===== src/rtl/logip_pkg.sv =====
// -----------------------------------------------------------------------------
// logip_pkg
// Shared types and constants for the logic analyzer transmit backend.
//   tx_state_t        : serializer FSM states (PARITY only used when the
//                       LOGIP_TX_PARITY_EN macro is defined)
//   TX_BYTES_PER_WORD : bytes sent per 32-bit result word
//   TX_DATA_BITS      : data bits per UART frame
// -----------------------------------------------------------------------------
package logip_pkg;

  typedef enum logic [2:0] {
    IDLE,
    START,
    DATA,
    PARITY,
    STOP
  } tx_state_t;

  localparam int TX_BYTES_PER_WORD = 4;
  localparam int TX_DATA_BITS      = 8;

endpackage


===== src/rtl/word_uart_tx_baud_gen.sv =====
// -----------------------------------------------------------------------------
// baud_gen
// Bit-time counter for the UART serializer. Counts 0..CLK_PER_BIT-1 and wraps.
// Ports:
//   clk_i   : system clock, rising edge
//   rst_in  : synchronous active-low reset
//   clr_i   : restart the bit time (counter to 0 at the next edge)
//   tick_o  : high during the last cycle of each bit time
// -----------------------------------------------------------------------------
module baud_gen #(
  parameter int CLK_PER_BIT = 100
) (
  input  logic clk_i,
  input  logic rst_in,
  input  logic clr_i,
  output logic tick_o
);

  localparam int CNT_W = (CLK_PER_BIT > 1) ? $clog2(CLK_PER_BIT) : 1;
  localparam logic [CNT_W-1:0] LAST = CNT_W'(CLK_PER_BIT - 1);

  logic [CNT_W-1:0] cnt_q;
  logic [CNT_W-1:0] cnt_d;

  always_comb begin
    cnt_d = cnt_q + CNT_W'(1);
    if (clr_i || (cnt_q == LAST)) begin
      cnt_d = '0;
    end
  end

  always_ff @(posedge clk_i) begin
    if (!rst_in) begin
      cnt_q <= '0;
    end else begin
      cnt_q <= cnt_d;
    end
  end

  assign tick_o = (cnt_q == LAST);

endmodule


===== src/rtl/word_uart_tx.sv =====
// -----------------------------------------------------------------------------
// word_uart_tx
// Serializes 32-bit result words as four UART bytes, least significant byte
// first, with no idle gap between the bytes of one word.
// Ports:
//   clk_i    : system clock, rising edge
//   rst_in   : synchronous active-low reset
//   tx_stb_i : word strobe, qualified by tx_rdy_o
//   tx_i     : 32-bit word, latched on acceptance
//   tx_rdy_o : ready for a new word (registered)
//   tx_o     : UART line, idle high (registered)
// Optional feature: define LOGIP_TX_PARITY_EN for 8E1 frames (even parity
// bit between data and stop); otherwise frames are 8N1.
// -----------------------------------------------------------------------------
module word_uart_tx
  import logip_pkg::*;
#(
  parameter int CLK_PER_BIT = 100
) (
  input  logic        clk_i,
  input  logic        rst_in,
  input  logic        tx_stb_i,
  input  logic [31:0] tx_i,
  output logic        tx_rdy_o,
  output logic        tx_o
);

  localparam logic [2:0] LAST_BIT  = 3'(TX_DATA_BITS - 1);
  localparam logic [1:0] LAST_BYTE = 2'(TX_BYTES_PER_WORD - 1);

  tx_state_t   state_q, state_d;
  logic [31:0] sreg_q, sreg_d;
  logic [2:0]  bit_q, bit_d;
  logic [1:0]  byte_q, byte_d;
  logic        tx_q, tx_d;
  logic        rdy_q, rdy_d;
  logic        baud_clr;
  logic        tick;
`ifdef LOGIP_TX_PARITY_EN
  logic        par_q, par_d;
`endif

  baud_gen #(
    .CLK_PER_BIT(CLK_PER_BIT)
  ) u_baud_gen (
    .clk_i (clk_i),
    .rst_in(rst_in),
    .clr_i (baud_clr),
    .tick_o(tick)
  );

  // The line and ready flags are computed one cycle ahead so both outputs
  // come straight from flops and change on the same edge as the state.
  always_comb begin
    state_d  = state_q;
    sreg_d   = sreg_q;
    bit_d    = bit_q;
    byte_d   = byte_q;
    tx_d     = tx_q;
    rdy_d    = rdy_q;
    baud_clr = 1'b0;
`ifdef LOGIP_TX_PARITY_EN
    par_d    = par_q;
`endif
    case (state_q)
      IDLE: begin
        tx_d  = 1'b1;
        rdy_d = 1'b1;
        if (tx_stb_i && rdy_q) begin
          state_d  = START;
          sreg_d   = tx_i;
          bit_d    = '0;
          byte_d   = '0;
          tx_d     = 1'b0;
          rdy_d    = 1'b0;
          baud_clr = 1'b1;  // first start bit gets a full bit time
        end
      end
      START: begin
        if (tick) begin
          state_d = DATA;
          bit_d   = '0;
          tx_d    = sreg_q[0];
`ifdef LOGIP_TX_PARITY_EN
          par_d   = 1'b0;
`endif
        end
      end
      DATA: begin
        if (tick) begin
          // Bit 0 has just been sent; shifting right exposes the next one.
          // After eight shifts the next byte sits in the low bits.
          sreg_d = {1'b0, sreg_q[31:1]};
`ifdef LOGIP_TX_PARITY_EN
          par_d  = par_q ^ sreg_q[0];
`endif
          if (bit_q == LAST_BIT) begin
`ifdef LOGIP_TX_PARITY_EN
            state_d = PARITY;
            tx_d    = par_q ^ sreg_q[0];
`else
            state_d = STOP;
            tx_d    = 1'b1;
`endif
          end else begin
            bit_d = bit_q + 3'd1;
            tx_d  = sreg_q[1];
          end
        end
      end
`ifdef LOGIP_TX_PARITY_EN
      PARITY: begin
        if (tick) begin
          state_d = STOP;
          tx_d    = 1'b1;
        end
      end
`endif
      STOP: begin
        if (tick) begin
          if (byte_q == LAST_BYTE) begin
            state_d = IDLE;
            byte_d  = '0;
            tx_d    = 1'b1;
            rdy_d   = 1'b1;
          end else begin
            state_d = START;
            byte_d  = byte_q + 2'd1;
            tx_d    = 1'b0;
          end
        end
      end
      default: begin
        state_d = IDLE;
        tx_d    = 1'b1;
        rdy_d   = 1'b1;
      end
    endcase
  end

  always_ff @(posedge clk_i) begin
    if (!rst_in) begin
      state_q <= IDLE;
      sreg_q  <= '0;
      bit_q   <= '0;
      byte_q  <= '0;
      tx_q    <= 1'b1;
      rdy_q   <= 1'b1;
`ifdef LOGIP_TX_PARITY_EN
      par_q   <= 1'b0;
`endif
    end else begin
      state_q <= state_d;
      sreg_q  <= sreg_d;
      bit_q   <= bit_d;
      byte_q  <= byte_d;
      tx_q    <= tx_d;
      rdy_q   <= rdy_d;
`ifdef LOGIP_TX_PARITY_EN
      par_q   <= par_d;
`endif
    end
  end

  assign tx_o     = tx_q;
  assign tx_rdy_o = rdy_q;

endmodule


===== config.mk =====
export PLATFORM = sky130hd
export DESIGN_NAME = word_uart_tx
export DESIGN_NICKNAME = d
export VERILOG_FILES = /design/src/rtl/logip_pkg.sv /design/src/rtl/word_uart_tx_baud_gen.sv /design/src/rtl/word_uart_tx.sv
export SDC_FILE = /design/constraint.sdc
export NUM_CORES = 1
export LEC_CHECK = 0
export ABC_AREA = 0
export BUFFER_PORTS_ARGS = -buffer_cell sky130_fd_sc_hd__buf_2
export CORE_MARGIN = 1
export CORE_UTILIZATION = 50
export DETAILED_ROUTE_END_ITERATION = 8
export HOLD_SLACK_MARGIN = 0.03
export MAX_ROUTING_LAYER = met4
export PLACE_DENSITY = 0.85
export SYNTH_ARGS = -nofsm -noshare
export SYNTH_HDL_FRONTEND = slang
export SYNTH_SLANG_ARGS = --single-unit

===== constraint.sdc =====
create_clock -name clk_i -period 1.78 [get_ports clk_i]
set_input_delay 0.267 -clock clk_i [delete_from_list [all_inputs] [get_ports clk_i]]
set_output_delay 0.267 -clock clk_i [all_outputs]
set_load 0.03 [all_outputs]

==> flow_summary.json <==
{
  "vias_per_cell": 5.75,
  "yosys.area.top_type": "dfxtp_1",
  "coreArea_um2": 4790,
  "worstSetupEndpointType": "flip-flop",
  "drc": 0,
  "whs_endpoint": "tx_rdy_o",
  "reg2reg_depth": 6,
  "powerDensity_nw_per_um2": 746,
  "wl_per_cell_um": 15.9,
  "holdPathStages": 2,
  "synth.top_cell.area_share": 0.390,
  "synth_compound_area_frac": 0.196,
  "min-delay-start": "rst_in",
  "fin_nets": 349,
  "synthMuxAreaShare": 0.127,
  "critical_path_class": "flip-flop to flip-flop",
  "crit_required_ns": 2.00,
  "grt_pass1_wl_um": 9250,
  "cp_data_arrival_time_ns": 2.04,
  "start_util": 0.526,
  "vias": 2174,
  "grt_max_degree": 23,
  "finalWeightedCongestion": 0.858,
  "cts-buffers-inserted": 5,
  "power_frac_seq": 0.539,
  "drive_gt1_frac": 0.293,
  "clock-sinks": 49,
  "failed_checks": "negative setup slack",
  "synthesis.nets": 304,
  "antenna_found_initial": 0,
  "worst_slack_ns": -0.0338,
  "routed_wl_um": 6020,
  "crit_path_start_kind": "flip-flop",
  "rrSetupSlack_ns": -0.03,
  "seq_area_frac_synth": 0.390,
  "synthArstFlopShare": 0,
  "multi_input_area_um2": 1480,
  "path_max_fanout": 5,
  "finalHoldViolCount": 0,
  "overflow": 0,
  "p_comb_frac": 0.176,
  "grt_use_total": 0.232,
  "diodes": 0,
  "instances_no_fill": 378,
  "cts_tree": "done",
  "irDropWorstVdd_mv": 0.473,
  "port_buffers": 36,
  "synth_warnings": 0,
  "setup_violations": 1,
  "htree_num_levels": 2,
  "fp.dieArea_um2": 5320,
  "yosys.area_share.simple": 0.195,
  "switchingPower_mw": 0.638,
  "synth-seq-cells": 49,
  "cts_buffer_depth": 2,
  "cts_hold_buffers": 0,
  "r2r_start": "bit_q[0]",
  "max_freq_mhz": 551,
  "clkPwrFrac": 0.285,
  "worst_pin_slew_ns": 0.470,
  "postSynthCellCount": 265,
  "skew_ns": 0.00513,
  "die_h_um": 72.9,
  "drt_first_pass_iters": 4,
  "place_inst": 369,
  "path_clk_slew_ns": 0.09,
  "synth.top_cells.by_area": "dfxtp_1 39%, mux2i_1 13%, o211a_1 13%",
  "outcome": "finished with violations",
  "synth_adder_area_share": 0.0199,
  "drt_iter0_drc": 112,
  "switching_share": 0.278,
  "slew_headroom": 0.686,
  "num_io_pins": 37,
  "max_cap_viol_count": 0,
  "r2r-end": "bit_q[1]",
  "p_leak_nw": 1.45,
  "hold_class": "input port to flip-flop",
  "postCtsSetupBuffers": 0,
  "syn2layout_area_growth_pct": 22.3,
  "internal-power_mw": 1.66,
  "grt_pass1_vias": 2032,
  "ys_types": 43,
  "place.detailed.hpwl_um": 4050,
  "fin_crit_ns": 1.81,
  "finalSetupTns_ns": -0.0338,
  "seq_area_um2": 985,
  "synthesis.area_um2": 2520,
  "syn_avg_cell_area_um2": 9.49,
  "cts_root_buf": "clkbuf_8",
  "synth_edf_count": 0,
  "synthFlopType": "dfxtp_1",
  "p_total_mw": 2.30,
  "drv_slew": 0,
  "finalCritPeriodShare": 1.02,
  "synth-xor-area-share": 0.0209,
  "rows": 25,
  "clk_latency_ns": 0.31,
  "die_width_um": 72.9,
  "postRouteAntennaNets": 0,
  "fillers": 378,
  "synth_top_family_by_area": "compound AO/OA/AOI/OAI gates",
  "rsz0062_at_grt": "true"
}
per-stage QoR:
step / worst slack [ns] / instance area, um2 / hold WS (ns) / util
2_1_floorplan: -0.00802 / 2540 / 0.413 / -
3_3_place_gp: -0.0420 / 2890 / 0.425 / 0.604
3_5_place_dp: -0.0934 / 2890 / 0.448 / 0.604
4_1_cts: -0.0436 / 2990 / 0.214 / 0.626
5_1_grt: -0.134 / 3080 / 0.226 / 0.643
6_report: -0.0338 / 3080 / 0.217 / 0.643
final cells by class:
type,instances,area share
clock buffers,5,0.0224
clock inverters,3,0.00569
inverters,3,0.00366
multi-input cells,188,0.480
flip-flops and latches,49,0.320
well taps,67,0.0272
repair buffers,63,0.141
critical path: stages, from the launching register on:
cell	delay, ns
dfxtp_2	0.35
ha_4	0.16
ha_4	0.15
or4b_4	0.51
nor3_4	0.22
a221oi_1	0.13
nor3b_1	0.21
state kept, by name (all words and copies together), names as in the netlist:
signal,flops
sreg_q,32
bit_q,3
u_baud_gen.cnt_q,7
byte_q,2
tx_rdy_o,1
state_q,3
tx_o,1
how the worst max path moves through the flow:
| stage | startpoint | to | slack (ns) | cells past startpoint |
|---|---|---|---|---|
| finish | bit_q[0] | bit_q[1] | -0.03 | 6 |
| CTS | bit_q[1] | bit_q[1] | -0.04 | 6 |
| floorplan | bit_q[1] | tx_o | -0.008 | 6 |
| detailed placement | bit_q[1] | tx_o | -0.09 | 6 |
| global placement | bit_q[1] | tx_o | -0.04 | 6 |
| global route | bit_q[0] | bit_q[1] | -0.13 | 6 |
layer usage:
layer,wire length (um),GRT usage,part of all wire
met1,2530,0.279,0.42
met2,3170,0.394,0.53
met3,217,0.0414,0.036
met4,112,0.0763,0.019
met5,0,-,0
power by group through the flow:
| stage | Clock [mW] | Combinational, mW | Sequential, mW |
|---|---|---|---|
| after floorplan | 0 | 0.255 | 1.25 |
| after global placement | 0 | 0.348 | 1.25 |
| after detailed placement | 0 | 0.362 | 1.26 |
| after CTS | 0.659 | 0.367 | 1.23 |
| after global routing | 0.705 | 0.442 | 1.25 |
| final | 0.655 | 0.404 | 1.24 |
kinds of logic (layout without fill, tap and decap cells):
logic type,Yosys count,after routing
AND/OR/NAND/NOR,89,89
buffers and inverters,28,74
AO/OA/AOI/OAI,57,57
adder cells (fa/ha/maj),4,4
XOR/XNOR,6,6
multiplexers,32,32
flip-flops,49,49
Yosys cell counts (3+ instances only):
cell type,n
ha_1,4
nand2_1,6
nor2_1,13
a21oi_1,9
nor3b_1,6
mux2i_1,32
dfxtp_1,49
or2_2,3
o211a_1,32
xnor2_1,3
o21ai_0,3
nand3_1,41
buf_4,3
xor2_1,3
buf_2,8
clkbuf_1,14
placed cells by master (no fill, tap or decap), drive strengths merged, types with 2 or more instances in the layout:
cell | synthesis | routed
nand3b | 2 | 2
xor2 | 3 | 3
inv | 2 | 2
or3 | 2 | 2
ha | 4 | 4
and2 | 2 | 2
nor3b | 6 | 6
nor2 | 13 | 13
nand4b | 2 | 2
or4b | 2 | 2
a21boi | 2 | 2
nand3 | 41 | 41
o211a | 32 | 32
dfxtp | 49 | 49
nor2b | 2 | 2
nand2 | 6 | 6
a31oi | 2 | 2
a21oi | 9 | 9
or2 | 3 | 3
clkinv | 1 | 3
o21ai | 3 | 3
mux2i | 32 | 32
xnor2 | 3 | 3
a221oi | 2 | 2
buf | 11 | 62
clkbuf | 14 | 6
repair_timing:
item / in CTS / in global routing
gates cloned: 0 / 1
gates resized for setup: 3 / 15
pin swaps: 3 / 2
endpoints found under the setup margin: 4 / 34
Note: power is estimated with default switching activity, not from simulation.
